`src/rtl/memory_controller.sv`:
```
// memory_controller: sequences byte/half/word/double load and store requests
// byte-serially onto an 8-bit synchronous RAM port and returns raw
// little-endian read data with a one-cycle completion pulse.
module memory_controller #(
  parameter int ADDR_W = 16
) (
  input  logic              clk,
  input  logic              reset,
  input  logic              memory_start,
  input  logic              sel_mem_operation,
  input  logic [1:0]        sel_mem_size,
  input  logic [63:0]       address,
  input  logic [63:0]       write_data,
  output logic [63:0]       read_data,
  output logic              memory_done,
  output logic              busy,
  output logic              ram_en,
  output logic              ram_we,
  output logic [ADDR_W-1:0] ram_addr,
  output logic [7:0]        ram_wdata,
  input  logic [7:0]        ram_rdata
);

  typedef enum logic [1:0] {IDLE, ACCESS, TAIL, DONE} state_t;

  state_t              state_q, state_d;
  logic [2:0]          cnt_q, cnt_d;
  logic                op_q, op_d;
  logic [1:0]          size_q, size_d;
  logic [ADDR_W-1:0]   addr_q, addr_d;
  logic [63:0]         wdata_q, wdata_d;
  logic [63:0]         acc_q, acc_d;
  logic [63:0]         read_data_q, read_data_d;
  logic [ADDR_W-1:0]   ram_addr_q, ram_addr_d;
  logic [2:0]          last_idx;
  logic [ADDR_W-1:0]   cur_addr;

  // Insert one byte into a little-endian 64-bit word at byte lane idx.
  function automatic logic [63:0] put_byte(input logic [63:0] w,
                                           input logic [2:0]  idx,
                                           input logic [7:0]  b);
    logic [63:0] r;
    r = w;
    r[{idx, 3'b000} +: 8] = b;
    return r;
  endfunction

  // Index of the final byte of the transfer (N-1) and the current RAM address.
  always_comb begin
    case (size_q)
      2'b00:   last_idx = 3'd0;
      2'b01:   last_idx = 3'd1;
      2'b10:   last_idx = 3'd3;
      default: last_idx = 3'd7;
    endcase
    cur_addr = addr_q + ADDR_W'(cnt_q);
  end

  // Next-state logic: request acceptance, byte sequencing and read assembly.
  always_comb begin
    state_d     = state_q;
    cnt_d       = cnt_q;
    op_d        = op_q;
    size_d      = size_q;
    addr_d      = addr_q;
    wdata_d     = wdata_q;
    acc_d       = acc_q;
    read_data_d = read_data_q;
    ram_addr_d  = ram_addr_q;
    case (state_q)
      IDLE: begin
        if (memory_start) begin
          op_d    = sel_mem_operation;
          size_d  = sel_mem_size;
          addr_d  = address[ADDR_W-1:0];
          wdata_d = write_data;
          cnt_d   = 3'd0;
          acc_d   = 64'd0;
          state_d = ACCESS;
        end
      end
      ACCESS: begin
        ram_addr_d = cur_addr;
        // Read data lags the strobe by one cycle, so it belongs to byte cnt-1.
        if (!op_q && cnt_q != 3'd0)
          acc_d = put_byte(acc_q, cnt_q - 3'd1, ram_rdata);
        cnt_d = cnt_q + 3'd1;
        if (cnt_q == last_idx)
          state_d = op_q ? DONE : TAIL;
      end
      TAIL: begin
        acc_d       = put_byte(acc_q, last_idx, ram_rdata);
        read_data_d = acc_d;
        state_d     = DONE;
      end
      default: begin
        state_d = IDLE;
      end
    endcase
  end

  // Control state, result and held RAM address; reset abandons any transfer.
  always_ff @(posedge clk) begin
    if (!reset) begin
      state_q     <= IDLE;
      cnt_q       <= 3'd0;
      read_data_q <= 64'd0;
      ram_addr_q  <= '0;
    end else begin
      state_q     <= state_d;
      cnt_q       <= cnt_d;
      read_data_q <= read_data_d;
      ram_addr_q  <= ram_addr_d;
    end
  end

  // Latched request operands and read accumulator; always rewritten on accept.
  always_ff @(posedge clk) begin
    op_q    <= op_d;
    size_q  <= size_d;
    addr_q  <= addr_d;
    wdata_q <= wdata_d;
    acc_q   <= acc_d;
  end

  // Port outputs; the strobe is gated by reset so writes stop on the reset edge.
  always_comb begin
    busy        = (state_q != IDLE);
    memory_done = (state_q == DONE);
    ram_en      = (state_q == ACCESS) && reset;
    ram_we      = ram_en && op_q;
    ram_addr    = ram_en ? cur_addr : ram_addr_q;
    ram_wdata   = ram_en ? wdata_q[{cnt_q, 3'b000} +: 8] : 8'd0;
    read_data   = read_data_q;
  end

endmodule

```
`config.mk`:
```
export PLATFORM = sky130hd
export DESIGN_NAME = memory_controller
export DESIGN_NICKNAME = d
export VERILOG_FILES = /design/src/rtl/memory_controller.sv
export SDC_FILE = /design/constraint.sdc
export NUM_CORES = 1
export LEC_CHECK = 0
export ABC_AREA = 1
export CAP_MARGIN = 25
export CORE_UTILIZATION = 35
export DETAILED_ROUTE_END_ITERATION = 10
export DONT_BUFFER_PORTS = 1
export PLACE_DENSITY = 0.55
export SETUP_SLACK_MARGIN = 0.02
export SLEW_MARGIN = 20
export SYNTH_ARGS = -nofsm -noshare
export SYNTH_HDL_FRONTEND = slang
export SYNTH_SLANG_ARGS = --single-unit
```
`constraint.sdc`:
```
create_clock -name clk -period 4.96 [get_ports clk]
set_input_delay 0.744 -clock clk [delete_from_list [all_inputs] [get_ports clk]]
set_output_delay 0.744 -clock clk [all_outputs]
set_load 0.03 [all_outputs]
```
## Word-level counts from Yosys, hierarchy flattened

Cells that the tools add are included.

- $add $sub $neg: 5
- $mul: 0
- Div/mod/pow operators: 0
- Magnitude comparators: 0
- Eq/ne operators: 9
- Shift operators: 5
- Multiplexer cells: 14
- Bitwise gates (word level): 0
- Reduce and logical (&&, ||, !) cells: 14

Operator list:

| cell | count |
|---|---|
| 64-bit case mux with 3 select lines | 1 |
| 64-bit bitwise mux | 2 |
| 64-bit two-way mux | 2 |
| 8-bit by 8-bit variable shift with 64-bit output (first input constant) | 2 |
| 8-bit by 8-bit indexed part select with 64-bit output | 2 |
| 64-bit by 7-bit indexed part select with 8-bit output | 1 |
| 16-bit by 3-bit adder with 16-bit output | 1 |
| 16-bit two-way mux | 1 |
| 6-bit negator with 8-bit output | 2 |
| 3-bit case mux with 3 select lines | 1 |
| 8-bit two-way mux | 1 |
| 2-bit == test (second input constant) | 3 |
| 2-bit != test (second input constant) | 3 |
| 2-bit case mux with 3 select lines | 1 |
| 3-bit case mux with 2 select lines | 1 |
| 2-bit AND reduction | 3 |
| 3-bit nonzero test | 2 |
| 2-bit by 1-bit == test with 1-bit output (second input constant) | 2 |
| 2-bit logical NOT | 2 |
| 2-bit two-way mux | 2 |
| 2-bit nonzero test | 2 |
| 3-bit by 1-bit adder with 3-bit output (second input constant) | 1 |
| 3-bit == test | 1 |
| 1-bit logical AND | 3 |
| other kinds (5) | 5 |

- Register bits after elaboration: 232
- Bits in latches: 0
- Bits in writable memories: 0
- ROM bits: 0
- Output and inout port bits: 92
- Memories kept: 0

## Depth between registers and ports, before layout

Gate-level depths: netlist of run 1.

- Depth after elaboration: 6
- Gate-level depth with buffers: 16
- Mapped depth without buffers: 13

## Worst setup path before layout of run 1

OpenSTA, ideal clock, no wires.

- Kind: reg-to-reg
- Start: register cnt_q[1]
- End: register acc_q[0] (enable)
- Library setup time: 0.418 ns
- Arrival: 2.536 ns
- Data required time: 4.542 ns
- Path slack: 2.006 ns
- Stages on the path, launching flop included: 8
- Buffers on the path: 2
- Period minus slack after synthesis: 2.954 ns
- Cell sequence: dfxtp_1 -> buf_2 -> inv_1 -> clkbuf_1 -> ha_1 -> a21oi_1 -> o21ai_0 -> inv_1

- Longest elaborated chain between the ends: 4

RTL lines:

| item | RTL line | RTL |
|---|---|---|
| from (decl) | 27 | `logic [2:0] cnt_q, cnt_d;` |
| from (signal assigned) | 111 | `cnt_q <= cnt_d;` |
| 3-bit nonzero test | 85 | `if (!op_q && cnt_q != 3'd0)` |
| 1-bit logical AND | 85 |  |
| 2-bit != test (no line) | n/a |  |
| 3-bit AND reduction (no line) | n/a |  |
| to (signal assigned) | 123 | `acc_q <= acc_d;` |
| to (decl) | 32 | `logic [63:0] acc_q, acc_d;` |

No other way between the ends.
A chain may end at the register's enable or synchronous reset.

## Final worst setup path of run 1

- Start: register state_q[1]
- End: output port ram_addr[10]

- Longest elaborated chain between the ends: 3

RTL lines:

| item | RTL line | RTL |
|---|---|---|
| from (decl) | 26 | `state_t state_q, state_d;` |
| from (signal assigned) | 110 | `state_q <= state_d;` |
| 2-bit by 1-bit == test with 1-bit output | 130 | `ram_en = (state_q == ACCESS) && reset;` |
| 1-bit logical AND | 130 |  |
| net ram_en | 17 | `output logic ram_en,` |
| 16-bit two-way mux | 132 | `ram_addr = ram_en ? cur_addr : ram_addr_q;` |
| to (decl) | 19 | `output logic [ADDR_W-1:0] ram_addr,` |

The timed path passes the listed nets, and every way through them passes these cells.

==> results.toml, run 1 <==
[outcome]
status = "finished, final reports clean"

[drt]
dr.pass1.iters = 6
viasPerCell = 5.17
wl_per_cell_um = 17.4
vias = 8657
drtAntennaViolNets = 0
drtIter0Drc = 724
drt_drc_violations_left = 0
wirelength_mm = 29.0

[sta]
finalHoldViolCount = 0
rsz0062_at_grt = "false"
timing.slew.headroom_pct = 25.3
skew_ns = 0.0225
setup_ws_ns = 1.25
tns_ns = 0
drv_slew = 0
fmax_mhz = 270
tightestPinTransition_ns = 1.11
finalCritPeriodShare_pct = 74.8
finalCriticalPeriod_ns = 3.71
setup_viol = 0

[critical_path]
end_kind = "output port"
crit_required_ns = 4.22
crit_path_end = "ram_addr[10]"
cp_data_arrival_time_ns = 2.97
worstPathMaxFanout = 22
worst_setup_path_start_kind = "flop"
startpoint = "state_q[1]"
reg2reg_from = "cnt_q[2]"
r2r_setup_slack_ns = 1.60
worstRegToRegCells = 10
r2r-end = "acc_q[13]"
setup.worst_path.class = "flop to output port"

[pwr]
irDropWorstVdd_mv = 0.377
leakagePower_nw = 4.63
p_per_area_nw_per_um2 = 633

[layout]
layout_common_cells = "nand2_1 (288), a21oi_1 (151), edfxtp_1 (147)"
fill_cells = 3186
stdcell_count = 1673
fin_nets = 1419
drive_gt1_share_pct = 6.51
utilization_pct = 39.7
mostFrequentLayoutCell = "nand2_1"
area_delta_synth_final_pct = 10.1

[job]
max_cap_viol_count = 0

[clocking]
cts.sinks = 232
cts_root_buf = "clkbuf_16"
clk_pin_slew_ns = 0.06
hold_buffers = 0
cts_setup_buffers = 0
clockBufferDepth = 3
cts_htree_levels = 1
cts_resized = 0
cts_buffers = 27
cts_tree = "done"
clk_latency_ns = 0.54

[grt]
grt_pass1_vias = 7985
grt_pass1_wl_mm = 45.6
track_usage_pct = 17.5
antenna_found_initial = 6
grt_max_degree = 83
grt_overflow = 0

[yosys]
synth_top_area_cell = "edfxtp_1"
yosys_register_bits = 232
synth_area_um2 = 11100
yosysWarnings = 0
synth-edff-count = 147
ys_seq_area_share_pct = 54.9
synth.area.top_cells = "edfxtp_1 (40%), dfxtp_1 (15%), nand2_1 (9.7%), a21oi_1 (6.8%), nand3_1 (6.4%)"
syn_nets = 1447
netlist_instances = 1283
syn_avg_cell_area_um2 = 8.68
synth_top_area_share_pct = 39.6
synth_ff_type = "edfxtp_1"
async_flop_share_pct = 0
yosysUniqueCellTypes = 36

[floorplanning]
ios = 234
core_um2 = 30900
fp-row-count = 64
start_util_pct = 36.0
dieHeight_um = 180
die_w_um = 180
die_area_um2 = 32500

[place]
dp_worst_setup_slack_ns = 1.65
numPlacedInstances = 1622
place.gp.congestion = 0.826
dp_hpwl_mm = 19.1
port_buffers = 0

[hold_path]
worstHoldPathType = "input port to flop"
[critical path: stages (launching register included)]
cell and delay [ns]:
dfxtp_1 0.38, inv_1 0.08, ha_2 0.18, nand2_1 0.35
inv_1 0.31, buf_4 0.32, o21ai_0 0.81
[final cells by class]
class	instances	area (um^2)	share of cell area, %
Sequential cell	232	6120	49.9
Multi-Input combinational cell	851	4160	33.9
Clock buffer	42	836	6.82
Tap cell	396	495	4.04
Inverter	130	492	4.01
Timing Repair Buffer	13	97.6	0.796
Clock inverter	7	58.8	0.480
Antenna cell	2	5.00	0.0408
[sequential cells by signal, indices dropped and copies added (netlist names)]
signal and cells:
acc_q 64, read_data 64, wdata_q 64, addr_q 16, ram_addr_q 16, cnt_q 3, size_q 2, state_q 2
op_q 1
[where the power goes]
group          internal (W)  leakage (nW)  switching (W)
logic              0.000626          2.06        0.00182
registers           0.00284          2.12       0.000500
clock network       0.00120         0.443       0.000773
total               0.00467          4.63        0.00309
[per-layer routing]
layer / track usage (%) / routed length (um) / share of wire (%)
met1: 23.1 / 12600 / 43
met2: 27.4 / 13000 / 45
met3: 5.54 / 2610 / 9.0
met4: 5.13 / 784 / 2.7
met5: 0 / 47 / 0.16
[worst min-delay path by stage]
stage,start,to,slack (ns),cells past startpoint
2_1_floorplan,ram_addr_q[11],ram_addr_q[11],0.43,2
3_3_place_gp,ram_addr_q[15],ram_addr_q[15],0.44,2
3_5_place_dp,ram_addr_q[15],ram_addr_q[15],0.44,2
4_1_cts,address[11],addr_q[11],0.28,0
5_1_grt,write_data[27],wdata_q[27],0.27,0
6_report,write_data[15],wdata_q[15],0.29,0
[cells in the mapped netlist, types with 2 or more instances]
master / n
o21ai_0: 98
dfxtp_1: 85
inv_1: 124
ha_1: 21
o211ai_1: 17
nand2_4: 6
nor2_2: 8
buf_1: 4
nand3_1: 142
o21bai_1: 2
inv_2: 2
buf_2: 27
o22ai_1: 16
buf_4: 4
xnor2_1: 3
a21oi_1: 151
clkbuf_1: 28
nand4_1: 11
nor3_1: 2
edfxtp_1: 147
clkinv_1: 3
nand2_1: 288
nor2_4: 3
nor2_1: 74
buf_6: 6
[cells by family after synthesis]
family                     synth area share [%]
AOI/OAI and AO/OA                          13.8
DFF                                        54.9
adders and majority gates                  2.54
and+or+nand+nor                            20.8
buffers and inverters                      7.75
xor gates and xnor gates                  0.236
[metrics by stage]
step / power (W) / instance area [um^2] / hold WS, ns
after detailed placement: 0.00584 / 11400 / 0.442
after CTS: 0.00784 / 12300 / 0.279
after global placement: 0.00581 / 11400 / 0.438
after floorplan: 0.00522 / 11100 / 0.427
final: 0.00776 / 12300 / 0.294
after global routing: 0.00827 / 12300 / 0.273
Note: power is estimated with default switching activity, not from simulation.
==> run 2: changes to the inputs <==
==> constraint.sdc (replaced) <==
create_clock -name clk -period 3.51 [get_ports clk]
set_input_delay 0.5265 -clock clk [delete_from_list [all_inputs] [get_ports clk]]
set_output_delay 0.5265 -clock clk [all_outputs]
set_load 0.03 [all_outputs]
==> run 2 against run 1 <==
Effect of this change: total power up 43%; hold slack got worse by 0.21 ns; utilization increased by 0.57 points; die area did not move; wire length fell by 0.62%; clock power up 41%; sequential power increased by 42%; critical path type unchanged.
==> results.toml, run 2 (synthesis results as in run 1) <==
[clocking]
clockBufferDepth = 3
cts_setup_buffers = 0
cts_buffers = 26
clk_latency_ns = 0.54
cts.sinks = 232
hold_buffers = 0
cts_htree_levels = 1
cts_root_buf = "clkbuf_16"
cts_tree = "done"
cts_resized = 0
clk_pin_slew_ns = 0.06

[layout]
final_area_um2 = 12400
num_antenna_cells = 0
layout_common_cells = "nand2_1 (288), a21oi_1 (151), edfxtp_1 (147)"
seq_area_um2 = 6120
fill_cells = 3130
fin_nets = 1440
mostFrequentLayoutCell = "nand2_1"
utilization_pct = 40.2
multi_input_comb_area_um2 = 4160
area_delta_synth_final_pct = 11.7
drive_gt1_share_pct = 8.26

[pwr]
irDropWorstVdd_mv = 0.546
finalPower_w = 0.0111
clockPowerShare_pct = 25.2
leakagePower_nw = 4.74
swShare_pct = 39.7
p_int_w = 0.00668
seqPwrFrac_pct = 42.8
p_comb_share_pct = 32.0
p_per_area_nw_per_um2 = 890
p_sw_w = 0.00439

[sta]
tns_ns = 0
drv_slew = 0
setup_viol = 0
tightestPinTransition_ns = 0.992
finalCritPeriodShare_pct = 88.8
timing.slew.headroom_pct = 33.9
fmax_mhz = 321
hold_slack_ns = 0.0873
finalHoldViolCount = 0
rsz0062_at_grt = "false"
finalCriticalPeriod_ns = 3.12
skew_ns = 0.0137

[grt]
grt_pass1_vias = 8284
grt_pass1_wl_mm = 45.8
grt_max_degree = 84
grt_overflow = 0
antenna_found_initial = 3
track_usage_pct = 17.4

[drt]
wirelength_mm = 28.9
viasPerCell = 5.14
wl_per_cell_um = 17.1
dr.pass1.iters = 7
drt_drc_violations_left = 0
drtIter0Drc = 598
drtAntennaViolNets = 0
vias = 8690

[outcome]
status = "finished, final reports clean"

[critical_path]
end_kind = "output port"
crit_required_ns = 2.98
setup.worst_path.class = "flop to output port"
worstPathMaxFanout = 30
worst_setup_path_start_kind = "flop"
cp_data_arrival_time_ns = 2.59

[place]
place_area_um2 = 11600
port_buffers = 0
place.gp.congestion = 0.817
dp_hpwl_mm = 19.2

[floorplanning]
core_um2 = 30900
dieHeight_um = 180
die_w_um = 180
fp-row-count = 64
die_area_um2 = 32500
ios = 234
start_util_pct = 36.0

[hold_path]
worstHoldPathType = "input port to flop"

[job]
max_cap_viol_count = 0
[run 2: changes by cell type in the layout (fill, tap and decap cells not counted), sizes merged]
cell,change
clkinv,+2
clkbuf,-5
buf,+22
bufinv,+1
diode,-2
clkinvlp,+1
[run 2: final cells by class]
class / count / area share, %
flip-flops and latches: 232 / 49.2
multi-input cells: 851 / 33.5
clock buffers: 37 / 6.23
well taps: 396 / 3.98
inverters: 130 / 3.95
repair buffers: 35 / 2.31
clock inverters: 11 / 0.885
[run 2: path summary, 6_finish.rpt]
check                       from              to  slack [ns]  cells past startpoint
setup / recovery        cnt_q[1]     ram_addr[9]        0.39                      9
hold / removal    write_data[15]     wdata_q[15]        0.09                      0
setup reg to reg        cnt_q[0]        acc_q[8]        0.67                     12
hold reg to reg   ram_addr_q[13]  ram_addr_q[13]        0.45                      2
[run 2: through the flow]
| stage | setup slack, ns | cells |
|---|---|---|
| after global routing | 0.146 | 1692 |
| after detailed placement | 0.678 | 1644 |
| after global placement | 0.696 | 1644 |
| after floorplan | 0.556 | 1283 |
| after CTS | 0.326 | 1692 |
| final | 0.392 | 1692 |
[run 2: worst max-delay path: stages (launching register included)]
cell and delay, ns:
dfxtp_1 0.33, buf_4 0.35, ha_1 0.30, nand2_1 0.06, nor2_1 0.04, nor2_1 0.36
nor2_4 0.12, nand3_1 0.09, nand3_1 0.13, nand2_1 0.28
[run 2: layer usage]
metal  wire, um  track usage, %  vias up  share of wire, %
li1           -               -     4360                 -
met1      12800            22.6     3989                44
met2      12800            27.9      280                44
met3       2460            5.13       55               8.5
met4        802            5.64        6               2.8
met5         35               0        -              0.12
[run 2: power groups by stage]
stage	Clock, W	Combinational (W)	Sequential [W]
6_report	0.00279	0.00354	0.00473
5_1_grt	0.00293	0.00400	0.00484
4_1_cts	0.00286	0.00358	0.00474
3_5_place_dp	0	0.00357	0.00480
3_3_place_gp	0	0.00353	0.00477
2_1_floorplan	0	0.00268	0.00470
==> run 3: changes to the inputs <==
--- a/config.mk
+++ b/config.mk
@@ -5,7 +5,7 @@
 export SDC_FILE = /design/constraint.sdc
 export NUM_CORES = 1
 export LEC_CHECK = 0
-export ABC_AREA = 1
+export ABC_AREA = 0
 export CAP_MARGIN = 25
 export CORE_UTILIZATION = 35
 export DETAILED_ROUTE_END_ITERATION = 10
==> run 3 against run 2 <==
Effect of this change: global-route usage fell by 1.7 points; fmax fell by 5.8%; sequential cell count did not move; via count fell by 23%; sequential power rose by 4%; design area fell by 3.1%; utilization rose by 0.30 points; hold slack improved by 0.0056 ns; combinational power fell by 10%; die area fell by 5.0%; largest power group unchanged; critical path depth fell by 3.
==> results.toml, run 3 <==
[pwr]
leakagePower_nw = 4.44
p_per_area_nw_per_um2 = 895
irDropWorstVdd_mv = 0.490

[floorplanning]
start_util_pct = 35.6
dieHeight_um = 176
fp-row-count = 63
core_um2 = 29700
die_area_um2 = 30900
ios = 234
die_w_um = 176

[layout]
num_antenna_cells = 0
mostFrequentLayoutCell = "edfxtp_1"
final_area_um2 = 12000
seq_area_um2 = 6120
layout_common_cells = "edfxtp_1 (147), dfxtp_1 (84), nor2b_1 (73)"
drive_gt1_share_pct = 13.3
fill_cells = 2782
fin_nets = 1025
stdcell_count = 1271
area_delta_synth_final_pct = 13.9
multi_input_comb_area_um2 = 4170

[place]
dp_hpwl_mm = 16.4
port_buffers = 0
numPlacedInstances = 1222
place.gp.congestion = 0.771
place_area_um2 = 11200

[yosys]
ys_seq_area_share_pct = 57.8
synth-edff-count = 147
async_flop_share_pct = 0
yosysMostFrequentCell = "edfxtp_1"
yosysWarnings = 0
yosys_register_bits = 232
synth_ff_type = "edfxtp_1"
syn_avg_cell_area_um2 = 12.4
netlist_instances = 851
yosysUniqueCellTypes = 57
synthTopCellsByCount = "edfxtp_1 (147), dfxtp_1 (85), nor2b_1 (74)"
syn_nets = 1015
synth_top_area_cell = "edfxtp_1"
synth_area_um2 = 10600
synth.area.top_cells = "edfxtp_1 (42%), dfxtp_1 (16%), mux2i_1 (5.1%), nor2b_1 (4.4%), mux4_2 (3.4%)"
synth_top_area_share_pct = 41.7

[drt]
drtAntennaViolNets = 0
wirelength_mm = 25.0
vias = 6715
drtIter0Drc = 415
wl_per_cell_um = 19.7
viasPerCell = 5.28
dr.pass1.iters = 4
drt_drc_violations_left = 0

[clocking]
clockBufferDepth = 3
clk_latency_ns = 0.53
cts_tree = "done"
hold_buffers = 0
cts.sinks = 232
cts_setup_buffers = 0
cts_htree_levels = 1
clk_pin_slew_ns = 0.06
cts_root_buf = "clkbuf_16"
cts_buffers = 27
cts_resized = 0

[sta]
timing.slew.headroom_pct = 39.8
drv_slew = 0
fmax_mhz = 302
tns_ns = 0
rsz0062_at_grt = "false"
finalCriticalPeriod_ns = 3.31
finalHoldViolCount = 0
tightestPinTransition_ns = 0.896
setup_viol = 0
skew_ns = 0.00876
finalCritPeriodShare_pct = 94.3

[grt]
grt_pass1_vias = 6448
track_usage_pct = 15.8
antenna_found_initial = 2
grt_pass1_wl_mm = 38.1
grt_overflow = 0
grt_max_degree = 91

[critical_path]
worst_setup_path_start_kind = "flop"
cpPeakStageDelay_ns = 0.52
worstRegToRegCells = 8
end_kind = "output port"
r2r-end = "acc_q[11]"
cp_cell_sequence = "ha_1 > a21oi_1 > a21oi_1 > a31o_2 > a31oi_1 > buf_4"
crit_top_cell = "a21oi_1"
worstPathMaxFanout = 6
r2r_setup_slack_ns = 0.32
cp_data_arrival_time_ns = 2.78
slowest_stage = "dfxtp_1"
setup.worst_path.class = "flop to output port"
crit_required_ns = 2.98
reg2reg_from = "cnt_q[0]"

[hold_path]
worstHoldStart = "write_data[56]"
holdPathStages = 0
min_to = "wdata_q[56]"
worstHoldPathType = "input port to flop"

[outcome]
status = "finished, final reports clean"

[job]
max_cap_viol_count = 0
-- run 3: changes by cell type in the layout (fill, tap and decap cells not counted), sizes merged, moves of 16 or more --
cell    delta
o21ai     -63
nor2      -42
mux2i     +54
mux4      +16
nor2b     +74
inv      -110
nand3    -136
o211ai    -16
a221o     +23
a21oi    -106
a22o      +32
nand2    -230
o211a     +35
-- run 3: through the flow --
| step | worst slack (ns) | total power (W) | utilization [%] | hold WS [ns] |
|---|---|---|---|---|
| floorplan | 0.266 | 0.00719 | - | 0.453 |
| global placement | 0.266 | 0.00814 | 37.7 | 0.461 |
| detailed placement | 0.243 | 0.00820 | 37.7 | 0.473 |
| CTS | 0.0872 | 0.0110 | 40.5 | 0.0606 |
| global route | 0.0369 | 0.0114 | 40.5 | 0.0621 |
| finish | 0.199 | 0.0108 | 40.5 | 0.0929 |
-- run 3: critical path: cells and delay by family (launching register included) --
family / cells / cell delay (ns)
flops: 1 / 0.52
buf+inv: 1 / 0.19
fa+ha+maj: 1 / 0.35
compound gates: 4 / 1.21
-- run 3: cells by family after synthesis --
group | count (synthesis) | share of synthesized area (%)
adder cells (fa/ha/maj) | 22 | 2.67
multiplexers | 70 | 8.52
flip-flops | 232 | 57.8
buffers and inverters | 73 | 2.98
AND/OR/NAND/NOR | 232 | 11.8
AO/OA/AOI/OAI | 207 | 14.8
XOR/XNOR | 15 | 1.42
-- run 3: layout make-up --
class / instances / share of cell area (%)
Multi-Input combinational cell: 546 / 34.6
Sequential cell: 232 / 50.8
Timing Repair Buffer: 41 / 3.07
Tap cell: 390 / 4.05
Inverter: 13 / 0.426
Clock inverter: 16 / 1.18
Clock buffer: 33 / 5.88
-- run 3: metal layers --
| metal | global-route usage, % | vias up | share of wire, % |
|---|---|---|---|
| met2 | 24.6 | 225 | 45 |
| met3 | 5.54 | 42 | 9.4 |
| li1 | - | 3210 | - |
| met5 | 0 | - | 0.10 |
| met1 | 20.9 | 3234 | 44 |
| met4 | 3.77 | 4 | 1.9 |
-- run 3: how the worst max path moves through the flow --
stage	startpoint	endpoint	slack (ns)	cells after the start
after floorplan	cnt_q[1]	acc_q[0]	0.27	13
after global placement	cnt_q[0]	acc_q[33]	0.27	9
after detailed placement	cnt_q[0]	acc_q[37]	0.24	9
after CTS	cnt_q[0]	ram_addr[14]	0.09	7
after global routing	cnt_q[2]	ram_addr[15]	0.04	6
final	cnt_q[2]	ram_addr[15]	0.20	6
-- run 3: power breakdown --
group | internal [W] | total (W) | switching, W
registers | 0.00405 | 0.00491 | 0.000858
logic | 0.00122 | 0.00318 | 0.00196
clock network | 0.00158 | 0.00270 | 0.00111
total | 0.00685 | 0.0108 | 0.00393
